<file path="config.mk">
export PLATFORM = sky130hd
export DESIGN_NAME = therm_slew_enc
export DESIGN_NICKNAME = d
export VERILOG_FILES = /design/src/rtl/therm_pkg.sv /design/src/rtl/therm_slew_enc.sv
export SDC_FILE = /design/constraint.sdc
export NUM_CORES = 1
export LEC_CHECK = 0
export ABC_AREA = 1
export CAP_MARGIN = 15
export CORE_UTILIZATION = 50
export CTS_CLUSTER_SIZE = 14
export DETAILED_ROUTE_END_ITERATION = 8
export PLACE_DENSITY = 0.77
export SETUP_SLACK_MARGIN = 0.05
export SYNTH_ARGS = -nofsm -noshare
export SYNTH_HDL_FRONTEND = slang
export SYNTH_SLANG_ARGS = --single-unit
</file>
<file path="constraint.sdc">
create_clock -name clk -period 4.9 [get_ports clk]
set_input_delay 1.47 -clock clk [delete_from_list [all_inputs] [get_ports clk]]
set_output_delay 1.47 -clock clk [all_outputs]
set_load 0.02 [all_outputs]
</file>
<file path="src/rtl/therm_pkg.sv">
// Shared types and sizing helper for the thermometer slew encoder.
package therm_pkg;

  typedef enum logic [1:0] {
    IDLE = 2'd0,
    UP   = 2'd1,
    DOWN = 2'd2
  } state_t;

  // Level counter must hold 0..dw inclusive.
  function automatic int therm_cnt_w(input int dw);
    return $clog2(dw + 1);
  endfunction

endpackage

</file>
<file path="src/rtl/therm_slew_enc.sv">
// Thermometer-code slew encoder: moves codeOut one bit per clock toward a requested level.
// state | meaning
// IDLE  | holding level, ready to accept a new target
// UP    | adding one bit per clock until level reaches target
// DOWN  | removing one bit per clock until level reaches target
module therm_slew_enc
  import therm_pkg::*;
#(
  parameter  int DATA_WIDTH = 8,
  localparam int CNT_W      = therm_cnt_w(DATA_WIDTH)
) (
  input  logic                  clk,
  input  logic                  rst_n,
  input  logic                  in_valid,
  output logic                  in_ready,
  input  logic [CNT_W-1:0]      in_level,
  output logic [DATA_WIDTH-1:0] codeOut,
  output logic [CNT_W-1:0]      level_out,
  output logic                  busy,
  output logic                  done,
  output logic                  err
);

  localparam logic [CNT_W-1:0] MAX_LVL = CNT_W'(DATA_WIDTH);

  state_t                r_state;
  logic [DATA_WIDTH-1:0] r_code;
  logic [CNT_W-1:0]      r_level;
  logic [CNT_W-1:0]      r_target;
  logic                  r_done;
  logic                  r_err;

  logic                  w_accept;
  logic                  w_over;
  logic [CNT_W-1:0]      w_target;
  logic [CNT_W-1:0]      w_level_inc;
  logic [CNT_W-1:0]      w_level_dec;

  assign w_accept    = in_valid && (r_state == IDLE);
  assign w_over      = (in_level > MAX_LVL);
  assign w_target    = w_over ? MAX_LVL : in_level;
  assign w_level_inc = r_level + 1'b1;
  assign w_level_dec = r_level - 1'b1;

  // Target is clamped, so UP can never start at full scale nor DOWN at zero.
  always_ff @(posedge clk) begin
    if (!rst_n) begin
      r_state  <= IDLE;
      r_code   <= '0;
      r_level  <= '0;
      r_target <= '0;
      r_done   <= 1'b0;
      r_err    <= 1'b0;
    end else begin
      r_done <= 1'b0;
      r_err  <= 1'b0;
      case (r_state)
        IDLE: begin
          if (w_accept) begin
            r_target <= w_target;
            r_err    <= w_over;
            if (w_target > r_level) begin
              r_state <= UP;
            end else if (w_target < r_level) begin
              r_state <= DOWN;
            end else begin
              r_done <= 1'b1;
            end
          end
        end
        UP: begin
          r_code  <= {r_code[DATA_WIDTH-2:0], 1'b1};
          r_level <= w_level_inc;
          if (w_level_inc == r_target) begin
            r_state <= IDLE;
            r_done  <= 1'b1;
          end
        end
        DOWN: begin
          r_code  <= {1'b0, r_code[DATA_WIDTH-1:1]};
          r_level <= w_level_dec;
          if (w_level_dec == r_target) begin
            r_state <= IDLE;
            r_done  <= 1'b1;
          end
        end
        default: r_state <= IDLE;
      endcase
    end
  end

  assign in_ready  = (r_state == IDLE);
  assign busy      = (r_state != IDLE);
  assign codeOut   = r_code;
  assign level_out = r_level;
  assign done      = r_done;
  assign err       = r_err;

endmodule

</file>
* After elaboration in Yosys (flattened, before gate mapping)
Index checks and enable logic that the tools add are counted.
Storage, ports and cells: bits in registers 20, word-level logic and storage cells 41
Operators by class: reductions and logical operators 7, equal/unequal tests 8, multiplexer cells 15, $add $sub $neg 2, magnitude comparators 3
Operator list (number):
- $pmux W8 S2 | 1
- $mux W2 | 5
- $eq A4 B4 Y1 | 2
- $pmux W4 S2 | 1
- $pmux W2 S3 | 1
- $mux W1 | 5
- $add A4 B1 Y4 const B | 1
- $gt A4 B4 Y1 | 1
- $gt A4 B4 Y1 const B | 1
- $lt A4 B4 Y1 | 1
- $mux W4 | 1
- $ne A2 B2 Y1 const B | 2
- $reduce_and A4 Y1 | 1
- $reduce_bool A2 Y1 | 2
- $sub A4 B1 Y4 const B | 1
- $ne A3 B1 Y1 const B | 1
- $pmux W1 S3 | 1
- $reduce_and A3 Y1 | 1
- $eq A2 B1 Y1 const B | 1
- $eq A2 B2 Y1 const B | 1
- $logic_not A2 Y1 | 1
- $ne A2 B1 Y1 const B | 1
- $reduce_and A2 Y1 | 1
- $logic_and A1 B1 Y1 | 1

* Logic depth before layout (Yosys ltp)
word-level depth 7, depth in mapped cells 15, gate-level depth less buffers 15

* Worst setup path before layout
OpenSTA, ideal clock, no wires.
path kind input-to-reg, start input in_level[0], end register r_state[0], library setup time 0.064 ns, cell stages on the path 15, path slack 2.022 ns, arrival time 2.814 ns, path through o31ai_1 -> nand2_1 -> inv_1 -> ha_1 -> nand2_1 -> nand2_1 -> nand2_1 -> nand2_1 -> nand2_1 -> nand2_1 -> nand2_1 -> nand3_2 -> nand2_1 -> inv_1 -> nor2_1
On the way: longest elaborated chain between the ends 6, elaborated cells on any way between the ends 9
Ends and longest elaborated chain:
- from (decl) | line therm_slew_enc.sv:16 | input logic [CNT_W-1:0] in_level,
- $gt A4 B4 Y1 (*) | line therm_slew_enc.sv:40 | assign w_over = (in_level > MAX_LVL);
- $mux W4 (*) | line therm_slew_enc.sv:41 | assign w_target = w_over ? MAX_LVL : in_level;
- via w_target[1] | line therm_slew_enc.sv:35 | logic [CNT_W-1:0] w_target;
- $gt A4 B4 Y1 | line therm_slew_enc.sv:62 | if (w_target > r_level) begin
- $mux W2 | line therm_slew_enc.sv:62
- $mux W2 | line therm_slew_enc.sv:59 | if (w_accept) begin
- $pmux W2 S3 | line therm_slew_enc.sv:57 | case (r_state)
- to (signal assigned) | line therm_slew_enc.sv:63 | r_state <= UP;
- to (signal assigned) | line therm_slew_enc.sv:65 | r_state <= DOWN;
- to (signal assigned) | line therm_slew_enc.sv:75 | r_state <= IDLE;
- to (decl) | line therm_slew_enc.sv:26 | state_t r_state;
The timed path passes the listed nets; every way through them passes the cells marked *. The select of a mux whose other input is x is not followed. A chain may end at the register's enable or synchronous reset.

* Worst setup path in the final report
Same ends and word-level chain as after synthesis.

==> report_table.html <==
<table>
<tr><th>Metric</th><th>Value</th></tr>
<tr><th colspan="2">Run status</th></tr>
<tr><td>Outcome</td><td>finished clean</td></tr>
<tr><th colspan="2">Power and ir drop</th></tr>
<tr><td>Post-layout total power</td><td>906.8 uW</td></tr>
<tr><td>Pwr per Cell Area</td><td>584.0 mW/mm^2</td></tr>
<tr><td>Power share of the sequential group</td><td>28.7%</td></tr>
<tr><td>Peak ir drop on the vdd network</td><td>0.0004838 V</td></tr>
<tr><td>Combinational share of power</td><td>56.1%</td></tr>
<tr><td>Leak Pwr</td><td>0.7670 nW</td></tr>
<tr><td>Net Sw Frac</td><td>44.75%</td></tr>
<tr><td>Sw power</td><td>405.9 uW</td></tr>
<tr><td>Share of power burned in the clock network</td><td>15.3%</td></tr>
<tr><td>Pint</td><td>501.0 uW</td></tr>
<tr><th colspan="2">Die</th></tr>
<tr><td>Initial Util</td><td>55.01%</td></tr>
<tr><td>Die boundary width</td><td>52.28 um</td></tr>
<tr><td>Area of the die</td><td>0.002733 sq mm</td></tr>
<tr><td>Core footprint</td><td>0.002297 sq mm</td></tr>
<tr><td>Die outline height</td><td>52.28 um</td></tr>
<tr><td>Number of cell rows</td><td>17</td></tr>
<tr><td>I/O pin count</td><td>23</td></tr>
<tr><th colspan="2">CTS</th></tr>
<tr><td>Total of cells resized after clock tree synthesis</td><td>0</td></tr>
<tr><td>Buffers inserted by post-CTS timing repair</td><td>0</td></tr>
<tr><td>Clock Sink Count</td><td>20</td></tr>
<tr><td>Hold buffers post-CTS</td><td>0</td></tr>
<tr><td>TritonCTS Buffers</td><td>3</td></tr>
<tr><td>Clock Latency Late Sink</td><td>310 ps</td></tr>
<tr><td>CTS tree</td><td>built</td></tr>
<tr><td>Number of buffers between clock root and the deepest sink</td><td>2</td></tr>
<tr><td>Max H-tree Level</td><td>1</td></tr>
<tr><td>Root cell of the clock tree</td><td>sky130_fd_sc_hd__clkbuf_4</td></tr>
<tr><td>Clock transition at the registers of the reported paths</td><td>130 ps</td></tr>
<tr><th colspan="2">Global routing</th></tr>
<tr><td>Via count of the first global-routing pass</td><td>1,197</td></tr>
<tr><td>Initial antenna violation count</td><td>0</td></tr>
<tr><td>Wire length of the first global-routing pass</td><td>5161 um</td></tr>
<tr><td>Largest net degree at the start of global routing</td><td>24</td></tr>
<tr><td>GRT Resource Usage Total</td><td>25.48%</td></tr>
<tr><td>Congestion Overflow GR</td><td>0</td></tr>
<tr><th colspan="2">Setup path</th></tr>
<tr><td>Critical Path End</td><td>r_state[0]</td></tr>
<tr><td>Crit-path cells</td><td>clkdlybuf4s50_1 &gt; o31ai_1 &gt; nand2_1 &gt; inv_1 &gt; ha_1 &gt; nand2_1 &gt; nand2_1 &gt; nand2_1 &gt; nand2_1 &gt; nand2_1 &gt; nand2_1 &gt; nand2_1 &gt; nand3_2 &gt; nand2_1 &gt; inv_1 &gt; nor2_1</td></tr>
<tr><td>R2R setup slack</td><td>2900 ps</td></tr>
<tr><td>Cell count of the worst reg-to-reg path</td><td>11</td></tr>
<tr><td>Setup crit start kind</td><td>input pin</td></tr>
<tr><td>Most Frequent Cell on Critical Path</td><td>sky130_fd_sc_hd__nand2_1</td></tr>
<tr><td>CP arrival</td><td>3510 ps</td></tr>
<tr><td>Category of the most critical setup path</td><td>in2reg</td></tr>
<tr><td>Worst path slowest cell</td><td>sky130_fd_sc_hd__clkdlybuf4s50_1</td></tr>
<tr><td>Worst flop-to-flop path startpoint</td><td>level_out[0]</td></tr>
<tr><td>Critical path startpoint</td><td>in_level[0]</td></tr>
<tr><td>Max stage delay on crit path</td><td>420 ps</td></tr>
<tr><td>Reg-to-reg critical path endpoint</td><td>r_state[0]</td></tr>
<tr><td>Critical path endpoint category</td><td>flop</td></tr>
<tr><td>Worst endpoint required time</td><td>5150 ps</td></tr>
<tr><td>Crit-path max FO</td><td>3</td></tr>
<tr><th colspan="2">Place</th></tr>
<tr><td>Worst slack at placement</td><td>1324 ps</td></tr>
<tr><td>Placed wire-length estimate after detailed placement</td><td>2107 um</td></tr>
<tr><td>Final weighted congestion of routability-driven global placement</td><td>0.8053</td></tr>
<tr><td>Cell area after placement</td><td>0.001500 sq mm</td></tr>
<tr><td>Count of placed standard cells including taps</td><td>233</td></tr>
<tr><td>Port buffer count</td><td>22</td></tr>
<tr><th colspan="2">Yosys</th></tr>
<tr><td>Share of Yosys cell area claimed by the top area cell type</td><td>31.68%</td></tr>
<tr><td>Number of flip-flops and latches in the synthesized netlist</td><td>20</td></tr>
<tr><td>Area of the mapped netlist</td><td>0.001264 sq mm</td></tr>
<tr><td>Number of instances in the synthesized netlist</td><td>188</td></tr>
<tr><td>Distinct cell type count after synthesis</td><td>24</td></tr>
<tr><td>Synth area leaders</td><td>sky130_fd_sc_hd__dfxtp_1 32%, sky130_fd_sc_hd__nand2_1 14%, sky130_fd_sc_hd__ha_1 9.9%</td></tr>
<tr><td>Avg Cell Area, Syn</td><td>6.722 sq um</td></tr>
<tr><td>Number of warnings reported in the yosys synthesis log</td><td>0</td></tr>
<tr><td>Sequential area share after synthesis</td><td>31.68%</td></tr>
<tr><td>Net count of the mapped netlist</td><td>205</td></tr>
<tr><td>Library cell occupying the most area in the post-synthesis netlist</td><td>sky130_fd_sc_hd__dfxtp_1</td></tr>
<tr><th colspan="2">Timing</th></tr>
<tr><td>Transition time at the pin with the least slew margin</td><td>645.6 ps</td></tr>
<tr><td>Final hold slack</td><td>525.8 ps</td></tr>
<tr><td>Final setup viols</td><td>0</td></tr>
<tr><td>Max-slew violation count</td><td>0</td></tr>
<tr><td>Hold violation total from the final report</td><td>0</td></tr>
<tr><td>Setup clock skew after layout</td><td>13.20 ps</td></tr>
<tr><td>Worst setup margin</td><td>1634 ps</td></tr>
<tr><td>Worst slew margin relative to its limit</td><td>56.82%</td></tr>
<tr><td>Final period util</td><td>66.65%</td></tr>
<tr><td>Minimum period implied by the final worst setup slack</td><td>3266 ps</td></tr>
<tr><td>Final sum of negative setup slack</td><td>0 ps</td></tr>
<tr><td>Setup repair after global routing missed its margin</td><td>false</td></tr>
<tr><td>Maximum achievable frequency</td><td>0.3062 GHz</td></tr>
<tr><th colspan="2">Cells and area</th></tr>
<tr><td>Fraction of layout cells with a size suffix above 1</td><td>6.220%</td></tr>
<tr><td>Area delta synth-&gt;final</td><td>22.87%</td></tr>
<tr><td>Top library cells by usage in the layout, fill and taps aside</td><td>48 x sky130_fd_sc_hd__nand2_1, 31 x sky130_fd_sc_hd__inv_1, 22 x sky130_fd_sc_hd__clkdlybuf4s50_1</td></tr>
<tr><td>Post-Layout Inst Area</td><td>0.001553 sq mm</td></tr>
<tr><td>Post-route core utilization</td><td>67.59%</td></tr>
<tr><td>Antenna diodes</td><td>0</td></tr>
<tr><td>Cell Count, Final, Fillers Out</td><td>237</td></tr>
<tr><td>Final net count</td><td>227</td></tr>
<tr><td>Commonest non-fill, non-tap cell in the layout</td><td>sky130_fd_sc_hd__nand2_1</td></tr>
<tr><th colspan="2">Worst hold path</th></tr>
<tr><td>Min-delay worst type</td><td>reg2reg</td></tr>
<tr><th colspan="2">Detailed routing</th></tr>
<tr><td>Pre-antenna DRT Iters</td><td>6</td></tr>
<tr><td>Antenna Nets Post-Route</td><td>0</td></tr>
<tr><td>First-iteration detailed-routing DRC count</td><td>36</td></tr>
<tr><td>Number of vias in the routed layout</td><td>1,261</td></tr>
<tr><td>Routed Wire Length</td><td>2924 um</td></tr>
<tr><td>DR WL/cell</td><td>12.34 um</td></tr>
<tr><td>Remaining DRCs</td><td>0</td></tr>
<tr><td>Via-per-instance ratio</td><td>5.321</td></tr>
<tr><th colspan="2">Run</th></tr>
<tr><td>Number of maximum-capacitance constraint violations</td><td>0</td></tr>
</table>
-- final cells by class --
cell class	count	area [sq um]
Tap cell	28	35.03
Clock buffer	3	22.52
Inverter	33	123.9
Fill cell	207	744.5
Sequential cell	20	400.4
Clock inverter	1	30.03
Timing Repair Buffer	22	220.2
Multi-Input combinational cell	130	720.7
-- power by group through the flow --
| stage | clock, mW | combinational (mW) | sequential, mW |
|---|---|---|---|
| detailed placement | 0 | 0.504 | 0.263 |
| finish | 0.139 | 0.508 | 0.260 |
| global route | 0.148 | 0.574 | 0.268 |
| CTS | 0.142 | 0.507 | 0.260 |
| global placement | 0 | 0.489 | 0.262 |
| floorplan | 0 | 0.327 | 0.291 |
-- logic make-up (layout without fill, tap and decap cells) --
kind of cell	count (synthesis)	after routing	synth area share (%)
xor gates and xnor gates	5	5	3.466
AOI/OAI and AO/OA	30	30	14.16
adders and majority gates	10	10	9.901
buffers and inverters	38	59	11.29
DFF	20	20	31.68
and+or+nand+nor	85	85	29.51
-- synthesized netlist by cell type (all sizes together) --
| cell | n |
|---|---|
| xnor2 | 2 |
| nand3 | 16 |
| nor3 | 1 |
| o31ai | 1 |
| nand2 | 51 |
| xor2 | 3 |
| o211ai | 7 |
| o21ai | 12 |
| clkinv | 1 |
| a21oi | 7 |
| dfxtp | 20 |
| buf | 1 |
| o221ai | 2 |
| and2 | 1 |
| a31oi | 1 |
| inv | 32 |
| ha | 10 |
| clkbuf | 4 |
| nor2 | 13 |
| nand4 | 3 |
-- state kept, by name (all words and copies together), names as in the netlist --
name / cells
done: 1
level_out: 4
r_state: 2
r_target: 4
codeOut: 8
err: 1
-- worst max-delay path: cells and delay by family --
family | cells | cell delay [ps]
buffers and inverters | 3 | 540
adder cells (fa/ha/maj) | 1 | 230
AND/OR/NAND/NOR | 11 | 890
AO/OA/AOI/OAI | 1 | 380
-- metal layers --
layer	vias up	routed length, um	GRT usage [%]
met5	-	0	0
met4	0	34	5.702
met3	6	178	5.507
met2	41	1421	46.37
met1	567	1290	30.23
li1	647	-	-
-- worst min-delay path by stage --
stage,slack (ps),endpoint,depth (start not counted),start
final,530,codeOut[1],2,codeOut[1]
after global routing,580,codeOut[1],2,codeOut[1]
after CTS,520,codeOut[7],2,codeOut[6]
after detailed placement,490,codeOut[1],2,codeOut[1]
after global placement,490,codeOut[1],2,codeOut[1]
after floorplan,480,r_target[3],2,r_target[3]
Note: power is estimated with default switching activity, not from simulation.
